File: config.mk
export PLATFORM = sky130hd
export DESIGN_NAME = ibus_sync_arb
export DESIGN_NICKNAME = d
export VERILOG_FILES = /design/src/rtl/ibus_sync_arb.sv
export SDC_FILE = /design/constraint.sdc
export NUM_CORES = 1
export LEC_CHECK = 0
export BUFFER_PORTS_ARGS = -buffer_cell sky130_fd_sc_hd__buf_2
export CAP_MARGIN = 30
export CORE_UTILIZATION = 30
export CTS_CLUSTER_SIZE = 25
export DETAILED_ROUTE_END_ITERATION = 8
export PLACE_DENSITY = 0.62
export SLEW_MARGIN = 20
export SYNTH_ARGS = -nofsm -noshare
export SYNTH_HDL_FRONTEND = slang
export SYNTH_SLANG_ARGS = --single-unit
export TNS_END_PERCENT = 5
File: constraint.sdc
create_clock -name clk_ungated -period 3.6 [get_ports clk_ungated]
set_clock_uncertainty 0.15 [all_clocks]
set_input_delay 0.36 -clock clk_ungated [delete_from_list [all_inputs] [get_ports clk_ungated]]
set_output_delay 0.36 -clock clk_ungated [all_outputs]
set_load 0.01 [all_outputs]
File: src/rtl/ibus_sync_arb.sv
// ibus_sync_arb: round-robin arbiter of fetch and load/store onto one system-bus port.
// Bus-side outputs change only on sync cycles; bus responses are sampled only when sync=1.
// Optional watchdog abort of a stalled transfer: define IBUS_ARB_TIMEOUT_EN.
module ibus_sync_arb #(
  parameter int unsigned AW     = 32,
  parameter int unsigned DW     = 32,
  parameter int unsigned TO_W   = 8,
  parameter int unsigned TO_LIM = 200
) (
  input  logic          clk_ungated,
  input  logic          rst_a,
  input  logic          sync,
  input  logic          if_req,
  input  logic [AW-1:0] if_addr,
  output logic          if_gnt,
  output logic          if_done,
  input  logic          ls_req,
  input  logic [AW-1:0] ls_addr,
  input  logic          ls_wr,
  input  logic [DW-1:0] ls_wdata,
  output logic          ls_gnt,
  output logic          ls_done,
  output logic [DW-1:0] rdata,
  output logic          xfer_err,
  output logic          bus_req,
  output logic [AW-1:0] bus_addr,
  output logic          bus_wr,
  output logic [DW-1:0] bus_wdata,
  input  logic          bus_ack,
  input  logic [DW-1:0] bus_rdata
);

  typedef enum logic {S_IDLE, S_WAIT} state_e;

  state_e        state_q, state_d;
  logic          last_ls_q, last_ls_d;    // owner of the current/last transfer (1 = LS)
  logic          bus_req_q, bus_req_d;
  logic [AW-1:0] bus_addr_q, bus_addr_d;
  logic          bus_wr_q, bus_wr_d;
  logic [DW-1:0] bus_wdata_q, bus_wdata_d;
  logic [DW-1:0] rdata_q, rdata_d;
  logic          if_gnt_q, if_gnt_d, ls_gnt_q, ls_gnt_d;
  logic          if_done_q, if_done_d, ls_done_q, ls_done_d;
  logic          win_ls_c;
  logic          finish_c;

`ifdef IBUS_ARB_TIMEOUT_EN
  logic [TO_W-1:0] wdog_q, wdog_d;
  logic            err_q, err_d;
`else
  logic            unused_to_cfg;
  assign unused_to_cfg = (TO_W == 0) ^ (TO_LIM == 0);
`endif

  // Load/store wins if alone, or on a tie when fetch owned the last transfer
  assign win_ls_c = ls_req & (~if_req | ~last_ls_q);

  // Next-state and registered-output logic
  always_comb begin
    state_d     = state_q;
    last_ls_d   = last_ls_q;
    bus_req_d   = bus_req_q;
    bus_addr_d  = bus_addr_q;
    bus_wr_d    = bus_wr_q;
    bus_wdata_d = bus_wdata_q;
    rdata_d     = rdata_q;
    if_gnt_d    = 1'b0;
    ls_gnt_d    = 1'b0;
    if_done_d   = 1'b0;
    ls_done_d   = 1'b0;
    finish_c    = 1'b0;
`ifdef IBUS_ARB_TIMEOUT_EN
    wdog_d      = wdog_q;
    err_d       = 1'b0;
`endif
    case (state_q)
      S_IDLE: begin
        if (sync && (if_req || ls_req)) begin
          state_d   = S_WAIT;
          bus_req_d = 1'b1;
          last_ls_d = win_ls_c;
`ifdef IBUS_ARB_TIMEOUT_EN
          wdog_d    = '0;
`endif
          if (win_ls_c) begin
            bus_addr_d  = ls_addr;
            bus_wr_d    = ls_wr;
            bus_wdata_d = ls_wdata;
            ls_gnt_d    = 1'b1;
          end else begin
            bus_addr_d  = if_addr;
            bus_wr_d    = 1'b0;
            bus_wdata_d = '0;
            if_gnt_d    = 1'b1;
          end
        end
      end
      S_WAIT: begin
        if (sync) begin
          if (bus_ack) begin
            finish_c = 1'b1;
            if (!bus_wr_q) rdata_d = bus_rdata;
          end
`ifdef IBUS_ARB_TIMEOUT_EN
          else if (wdog_q == TO_W'(TO_LIM - 1)) begin
            finish_c = 1'b1;
            err_d    = 1'b1;
          end else begin
            wdog_d = wdog_q + TO_W'(1);
          end
`endif
        end
      end
      default: state_d = S_IDLE;
    endcase
    if (finish_c) begin
      state_d   = S_IDLE;
      bus_req_d = 1'b0;
      if_done_d = ~last_ls_q;
      ls_done_d = last_ls_q;
    end
  end

  // State and output registers
  always_ff @(posedge clk_ungated or negedge rst_a) begin
    if (!rst_a) begin
      state_q     <= S_IDLE;
      last_ls_q   <= 1'b1;
      bus_req_q   <= 1'b0;
      bus_addr_q  <= '0;
      bus_wr_q    <= 1'b0;
      bus_wdata_q <= '0;
      rdata_q     <= '0;
      if_gnt_q    <= 1'b0;
      ls_gnt_q    <= 1'b0;
      if_done_q   <= 1'b0;
      ls_done_q   <= 1'b0;
    end else begin
      state_q     <= state_d;
      last_ls_q   <= last_ls_d;
      bus_req_q   <= bus_req_d;
      bus_addr_q  <= bus_addr_d;
      bus_wr_q    <= bus_wr_d;
      bus_wdata_q <= bus_wdata_d;
      rdata_q     <= rdata_d;
      if_gnt_q    <= if_gnt_d;
      ls_gnt_q    <= ls_gnt_d;
      if_done_q   <= if_done_d;
      ls_done_q   <= ls_done_d;
    end
  end

`ifdef IBUS_ARB_TIMEOUT_EN
  // Watchdog counter and abort flag
  always_ff @(posedge clk_ungated or negedge rst_a) begin
    if (!rst_a) begin
      wdog_q <= '0;
      err_q  <= 1'b0;
    end else begin
      wdog_q <= wdog_d;
      err_q  <= err_d;
    end
  end
  assign xfer_err = err_q;
`else
  assign xfer_err = 1'b0;
`endif

  assign if_gnt    = if_gnt_q;
  assign ls_gnt    = ls_gnt_q;
  assign if_done   = if_done_q;
  assign ls_done   = ls_done_q;
  assign rdata     = rdata_q;
  assign bus_req   = bus_req_q;
  assign bus_addr  = bus_addr_q;
  assign bus_wr    = bus_wr_q;
  assign bus_wdata = bus_wdata_q;

endmodule

# After elaboration in Yosys (flattened, before gate mapping)
# Cells that the tools add are included.
[classes]
muxes = 20
n_bitwise = 6
eq_ne = 1
n_reduce_logical = 6
[op_table]
columns = ["operator", "count"]
rows = [
  ["$mux 32", 2],
  ["$mux 1", 18],
  ["$not 1->1", 4],
  ["$reduce_and 2->1", 2],
  ["$reduce_and 4->1", 1],
  ["$ne 2x1->1 const B", 1],
  ["$reduce_bool 2->1", 1],
  ["$and 1x1->1", 1],
  ["$logic_and 1x1->1", 1],
  ["$logic_or 1x1->1", 1],
  ["$or 1x1->1", 1],
]
[word_totals]
out_inout_bits = 103
word_cells = 44
input_bits = 135
ff_bits = 104

# Logic depth before layout (Yosys ltp)
# Gate-level depths: netlist of run 1.
[depth]
depth_word = 6
ltp_mapped = 5
depth_no_buf = 3

# Least setup slack after synthesis of run 1
# Ideal clock, no wire load.
[synth_timing]
kind = "flip-flop to flip-flop"
startpoint = "register last_ls_q"
endpoint = "register bus_addr_q[17], in the netlist bus_addr[17]"
synth_period_minus_slack_ns = 1.536
arrival_time_ns = 1.275
path_slack_ns = 2.064
setup_ns = 0.111
n_path_buf = 2
required_ns = 3.339
path_stages_with_launch = 6
cell_sequence = "dfstp_2 nand2_1 and3_4 buf_6 buf_6 a222oi_1"
[synth_via]
elab_chain_len = 4
[synth_lines]
columns = ["item", "line", "source"]
rows = [
  ["from (decl)", "36", "logic last_ls_q, last_ls_d;"],
  ["from (signal assigned)", "140", "last_ls_q <= last_ls_d;"],
  ["$not 1->1", "56", "assign win_ls_c = ls_req & (~if_req | ~last_ls_q);"],
  ["$or 1x1->1", "56", ""],
  ["$and 1x1->1", "56", ""],
  ["$mux 32", "85", "if (win_ls_c) begin"],
  ["to (signal assigned)", "142", "bus_addr_q <= bus_addr_d;"],
  ["to (decl)", "38", "logic [AW-1:0] bus_addr_q, bus_addr_d;"],
]
# Every way passes these cells.
# A chain may end at the register's enable or synchronous reset.

# Worst setup path in the final report of run 1
[layout_timing]
startpoint = "register state_q"
endpoint = "register bus_addr_q[16], in the netlist bus_addr[16]"
[layout_via]
elab_chain_len = 2
[layout_lines]
columns = ["item", "line", "source"]
rows = [
  ["from (decl)", "35", "state_e state_q, state_d;"],
  ["from (signal assigned)", "139", "state_q <= state_d;"],
  ["$not 1->1 (no source line)", "n/a", ""],
  ["$reduce_and 2->1 (no source line)", "n/a", ""],
]
# Every way passes these cells.

==> results of run 1 <==
[cell type report]
class                      count  share of cell area
multi-input combinational    114              0.1995
clock buffer                   9             0.03759
clock inverter                 7             0.01483
timing repair buffer         241              0.2151
inverter                      97             0.06078
sequential                   104              0.4346
tap                          180             0.03759
[metal layers]
metal	share of wire	GRT usage	vias up
met5	0	0	-
met4	0.015	0.05556	0
met3	0.073	0.04494	11
met2	0.51	0.2617	153
met1	0.41	0.1736	1721
li1	-	-	1592
[critical path, cell delays in order, from the launching register on]
cell      delay [ps]
dfrtp_1          410
nor2b_1          230
and3_4           710
a222oi_1         250
[per-stage QoR]
stage | util | worst slack, ps
finish | 0.4299 | 1640
global route | 0.4299 | 1488
CTS | 0.4279 | 1535
detailed placement | 0.4047 | 1506
global placement | 0.4027 | 1464
floorplan | - | 2064
[sequential cells by signal, summed over array words and instances (netlist names)]
register and cells:
bus_wr 1, bus_addr 32, bus_req 1, last_ls_q 1, if_gnt 1, if_done 1
bus_wdata 32, ls_done 1, rdata 32, state_q 1, ls_gnt 1
[logic make-up after synthesis]
logic type	after synthesis	synth area share
buf+inv	119	0.1211
other cells	1	0.0008728
flops	104	0.6060
simple gates	13	0.01660
compound gates	68	0.1453
mux	32	0.1101
[how the worst min path moves through the flow]
stage | start | endpoint | depth (start not counted)
floorplan | rst_a | bus_addr[0] | 0
global placement | rst_a | rdata[18] | 1
detailed placement | rst_a | rdata[18] | 1
CTS | ls_wdata[28] | bus_wdata[28] | 2
global route | ls_wdata[28] | bus_wdata[28] | 2
finish | ls_wdata[27] | bus_wdata[27] | 2
[synth_stat cells]
library cell	instances
mux2_2	2
or2_1	1
clkbuf_1	5
dfrtp_1	103
buf_2	8
and3_4	1
o21ai_1	1
a22o_1	33
mux2_4	30
dfstp_2	1
nor2b_1	1
buf_4	1
nand2_1	6
nand3_2	1
a21oi_1	2
inv_1	97
a222oi_1	32
conb_1	1
buf_6	8
nand3b_1	1
nor2_1	2
[power breakdown]
| part | total (W) | switching, W | internal (W) |
|---|---|---|---|
| registers | 0.00185 | 0.000244 | 0.00161 |
| clock network | 0.00103 | 0.000469 | 0.000557 |
| logic | 0.00145 | 0.000684 | 0.000766 |
| total | 0.00433 | 0.00140 | 0.00293 |
==> metrics, run 1 <==
vias 3477; postcts setup bufs 0; total track usage 0.1504; post-cts resize count 0; post-synthesis instance total 337; first-pass GRT wire length 17070 microns; Die W 121.7 microns; crit path kind flip-flop to flip-flop; Starting Density 0.3083; Detailed Route WL 11150 microns; Iter 0 DRT Violations 221; clock latency on the worst-skew pair 350 ps; worst min path class input pin to flip-flop; share of cells above drive strength 1 0.5140; DR WL/cell 14.83 microns; Worst Setup SP state_q; share of Yosys cell area claimed by the top area cell type 0.5999; CP arrival 1990 ps; Yosys warnings 0; Fill cells 1331; Sum Neg Setup Slack 0 ps; multi-input logic area 1195 sq um; htree depth 3; Critical Path RT 3630 ps; number of vias per cell 4.624; Slew Viols, Final 0; Tmin final 1960 ps; antenna-violating nets left 0; Die ar. 14800 sq um; initial antenna violation count 0; sequential area share after synthesis 0.6060; Die Y 121.7 microns; RSZ-0062 raised after global routing no; Port Buffers 236; Syn Nets 472; Lkg Pwr 3.517 nW; Syn Area/Cell 12.75 sq um; largest area contributor in the netlist dfrtp_1; register area 2604 sq um; Worst Reg-to-Reg Cells 3; placed insts 734; gpl congestion 0.7324; Area contributors post-synth dfrtp_1 (60%), mux2_4 (10%), inv_1 (8.5%), a222oi_1 (7.5%), a22o_1 (6.7%); Netlist Area Pre-Place 4297 sq um; NumNets Final 702; highest clock rate 510.3 MHz; critical path endpoint category flip-flop; detailed placement HPWL 8007 microns; PwrDens 722.3 nW/um^2; Hold WS 72.28 ps; core region area 13930 sq um; Area growth syn-to-layout 39.43%; antenna fix cells 0; non-filler cells, final 752; DRC Markers 0; CP startpoint kind flip-flop; grt total ovfl 0; area post-placement 5639 sq um; Site Rows 43; design area 5991 sq um; Inserted Clock Buffers 9; peak supply drop 0.0002630 V; TritonRoute pass-1 iters 7; r2r setup slk 1640 ps; actual slew at the worst max-slew pin 801.1 ps; commonest cells after routing, fill and taps aside buf_2 (235), dfrtp_1 (103), inv_1 (97); Num Clock Sinks 104; Setup Viol. Count Final 0; end point of the critical path bus_addr[16]; Max Cap Viol 0; Hold Fails Final Rpt 0; worst-path maximum fanout 66; flops & latches, synth 104; fin crit share 0.5444; FF-to-FF End bus_addr[16]; pin count of the biggest net entering global routing 67; vias in the first global route 3389; clock root buffer clkbuf_16; synth unique cells 21; CTS clk-pin slew, worst paths 80 ps; Hold-fix buffers, CTS 1; Final Power 0.004327 W; status finished clean; Slew headroom 0.4639; commonest non-fill, non-tap cell in the layout buf_2; CTS tree yes; Max Buffers Root-to-Sink 2; Reg-to-Reg Start state_q; IO Pins 238
Power figures use the tool's default switching activity.
==> inputs of run 2 (changes only) <==
==> constraint.sdc (replaced) <==
create_clock -name clk_ungated -period 1.9 [get_ports clk_ungated]
set_clock_uncertainty 0.15 [all_clocks]
set_input_delay 0.19 -clock clk_ungated [delete_from_list [all_inputs] [get_ports clk_ungated]]
set_output_delay 0.19 -clock clk_ungated [all_outputs]
set_load 0.01 [all_outputs]
==> metrics, run 2 (synthesis gave the netlist of run 1 again) <==
Setup Viol. Count Final 0; Reg-to-Reg Start state_q; Critical Path RT 1960 ps; share of cells above drive strength 1 0.4201; CP arrival 1820 ps; Sum Neg Setup Slack 0 ps; IO Pins 238; vias in the first global route 4485; Inserted Clock Buffers 9; PwrDens 1158 nW/um^2; first-pass GRT wire length 21170 microns; clock root buffer clkbuf_16; Tmin final 1759 ps; Slew Viols, Final 0; Port Buffers 236; initial antenna violation count 0; total track usage 0.1866; Iter 0 DRT Violations 319; DR WL/cell 15.46 microns; DRC Markers 0; vias 4091; RSZ-0062 raised after global routing no; Slew headroom 0.6348; commonest cells after routing, fill and taps aside buf_2 (235), dlygate4sd3_1 (133), dfrtp_1 (103); clock latency on the worst-skew pair 350 ps; post-cts resize count 0; antenna fix cells 0; Die Y 121.7 microns; Starting Density 0.3083; Detailed Route WL 13710 microns; detailed placement HPWL 8011 microns; status finished clean; Hold-fix buffers, CTS 133; critical path endpoint category flip-flop; CP startpoint kind input pin; post-layout util 0.5254; Max Cap Viol 0; grt total ovfl 0; gpl congestion 0.7419; Die ar. 14800 sq um; Site Rows 43; antenna-violating nets left 0; crit path kind input pin to flip-flop; design area 7321 sq um; end point of the critical path bus_addr[10]; highest clock rate 568.3 MHz; fin crit share 0.9260; number of vias per cell 4.612; Area growth syn-to-layout 70.38%; CTS tree yes; CTS clk-pin slew, worst paths 70 ps; commonest non-fill, non-tap cell in the layout buf_2; Max Buffers Root-to-Sink 2; peak supply drop 0.0004691 V; pin count of the biggest net entering global routing 105; Hold Fails Final Rpt 0; Worst Reg-to-Reg Cells 4; Lkg Pwr 4.074 nW; postcts setup bufs 0; r2r setup slk 240 ps; NumNets Final 837; Worst Setup SP sync; worst min path class input pin to flip-flop; actual slew at the worst max-slew pin 547.8 ps; Die W 121.7 microns; TritonRoute pass-1 iters 6; FF-to-FF End rdata[3]; worst-path maximum fanout 24; area post-placement 5687 sq um; core region area 13930 sq um; htree depth 3; Num Clock Sinks 104; Fill cells 1151
run 2: cell count changes in the layout (fill, tap and decap cells not counted):
cell and change:
buf_16 -2, buf_12 +3, buf_4 +2, inv_6 +2, clkinv_2 +1, inv_8 -3
dlygate4sd3_1 +132
run 2: area by class of cell:
type	instances	area (sq um)	area share
repair buffers	376	2630	0.3593
clock inverters	7	77.57	0.01060
inverters	97	364.1	0.04974
well taps	180	225.2	0.03076
multi-input cells	114	1195	0.1632
flip-flops and latches	104	2604	0.3557
clock buffers	9	225.2	0.03076
run 2: worst min-delay path by stage:
stage / cells after the start / slack, ps / startpoint / end
CTS: 3 / 130 / ls_req / if_gnt
detailed placement: 2 / 150 / rst_a / rdata[8]
global route: 3 / 130 / ls_req / if_gnt
floorplan: 0 / -260 / rst_a / bus_addr[0]
finish: 3 / 150 / ls_req / if_gnt
global placement: 2 / 150 / rst_a / rdata[18]
run 2: power by group:
group | total (W) | internal (W) | switching (W)
sequential | 0.00355 | 0.00305 | 0.000502
clock | 0.00190 | 0.00103 | 0.000869
combinational | 0.00302 | 0.00164 | 0.00139
run 2: layer usage:
layer | part of all wire | vias up | track usage | routed length, microns
met5 | 0 | - | 0 | 0
met4 | 0.035 | 0 | 0.09722 | 480
met3 | 0.063 | 39 | 0.05197 | 868
met2 | 0.51 | 190 | 0.3349 | 7053
met1 | 0.39 | 1997 | 0.1984 | 5310
li1 | - | 1865 | - | -
run 2: worst max-delay path: stages:
cell and delay (ps):
dlygate4sd3_1 530, buf_2 140, nor2b_1 260, and3_4 250
buf_4 280, a222oi_1 160
run 2: through the flow:
| step | hold slack (ps) | power (W) | setup WS, ps | cells |
|---|---|---|---|---|
| global placement | 147.9 | 0.006246 | 290.9 | 738 |
| detailed placement | 154.7 | 0.006331 | 232.3 | 738 |
| global route | 132.5 | 0.008983 | 83.91 | 887 |
| finish | 148.2 | 0.008474 | 140.5 | 887 |
| floorplan | -255.6 | 0.005031 | 363.7 | 337 |
| CTS | 131.2 | 0.008489 | 140.6 | 887 |
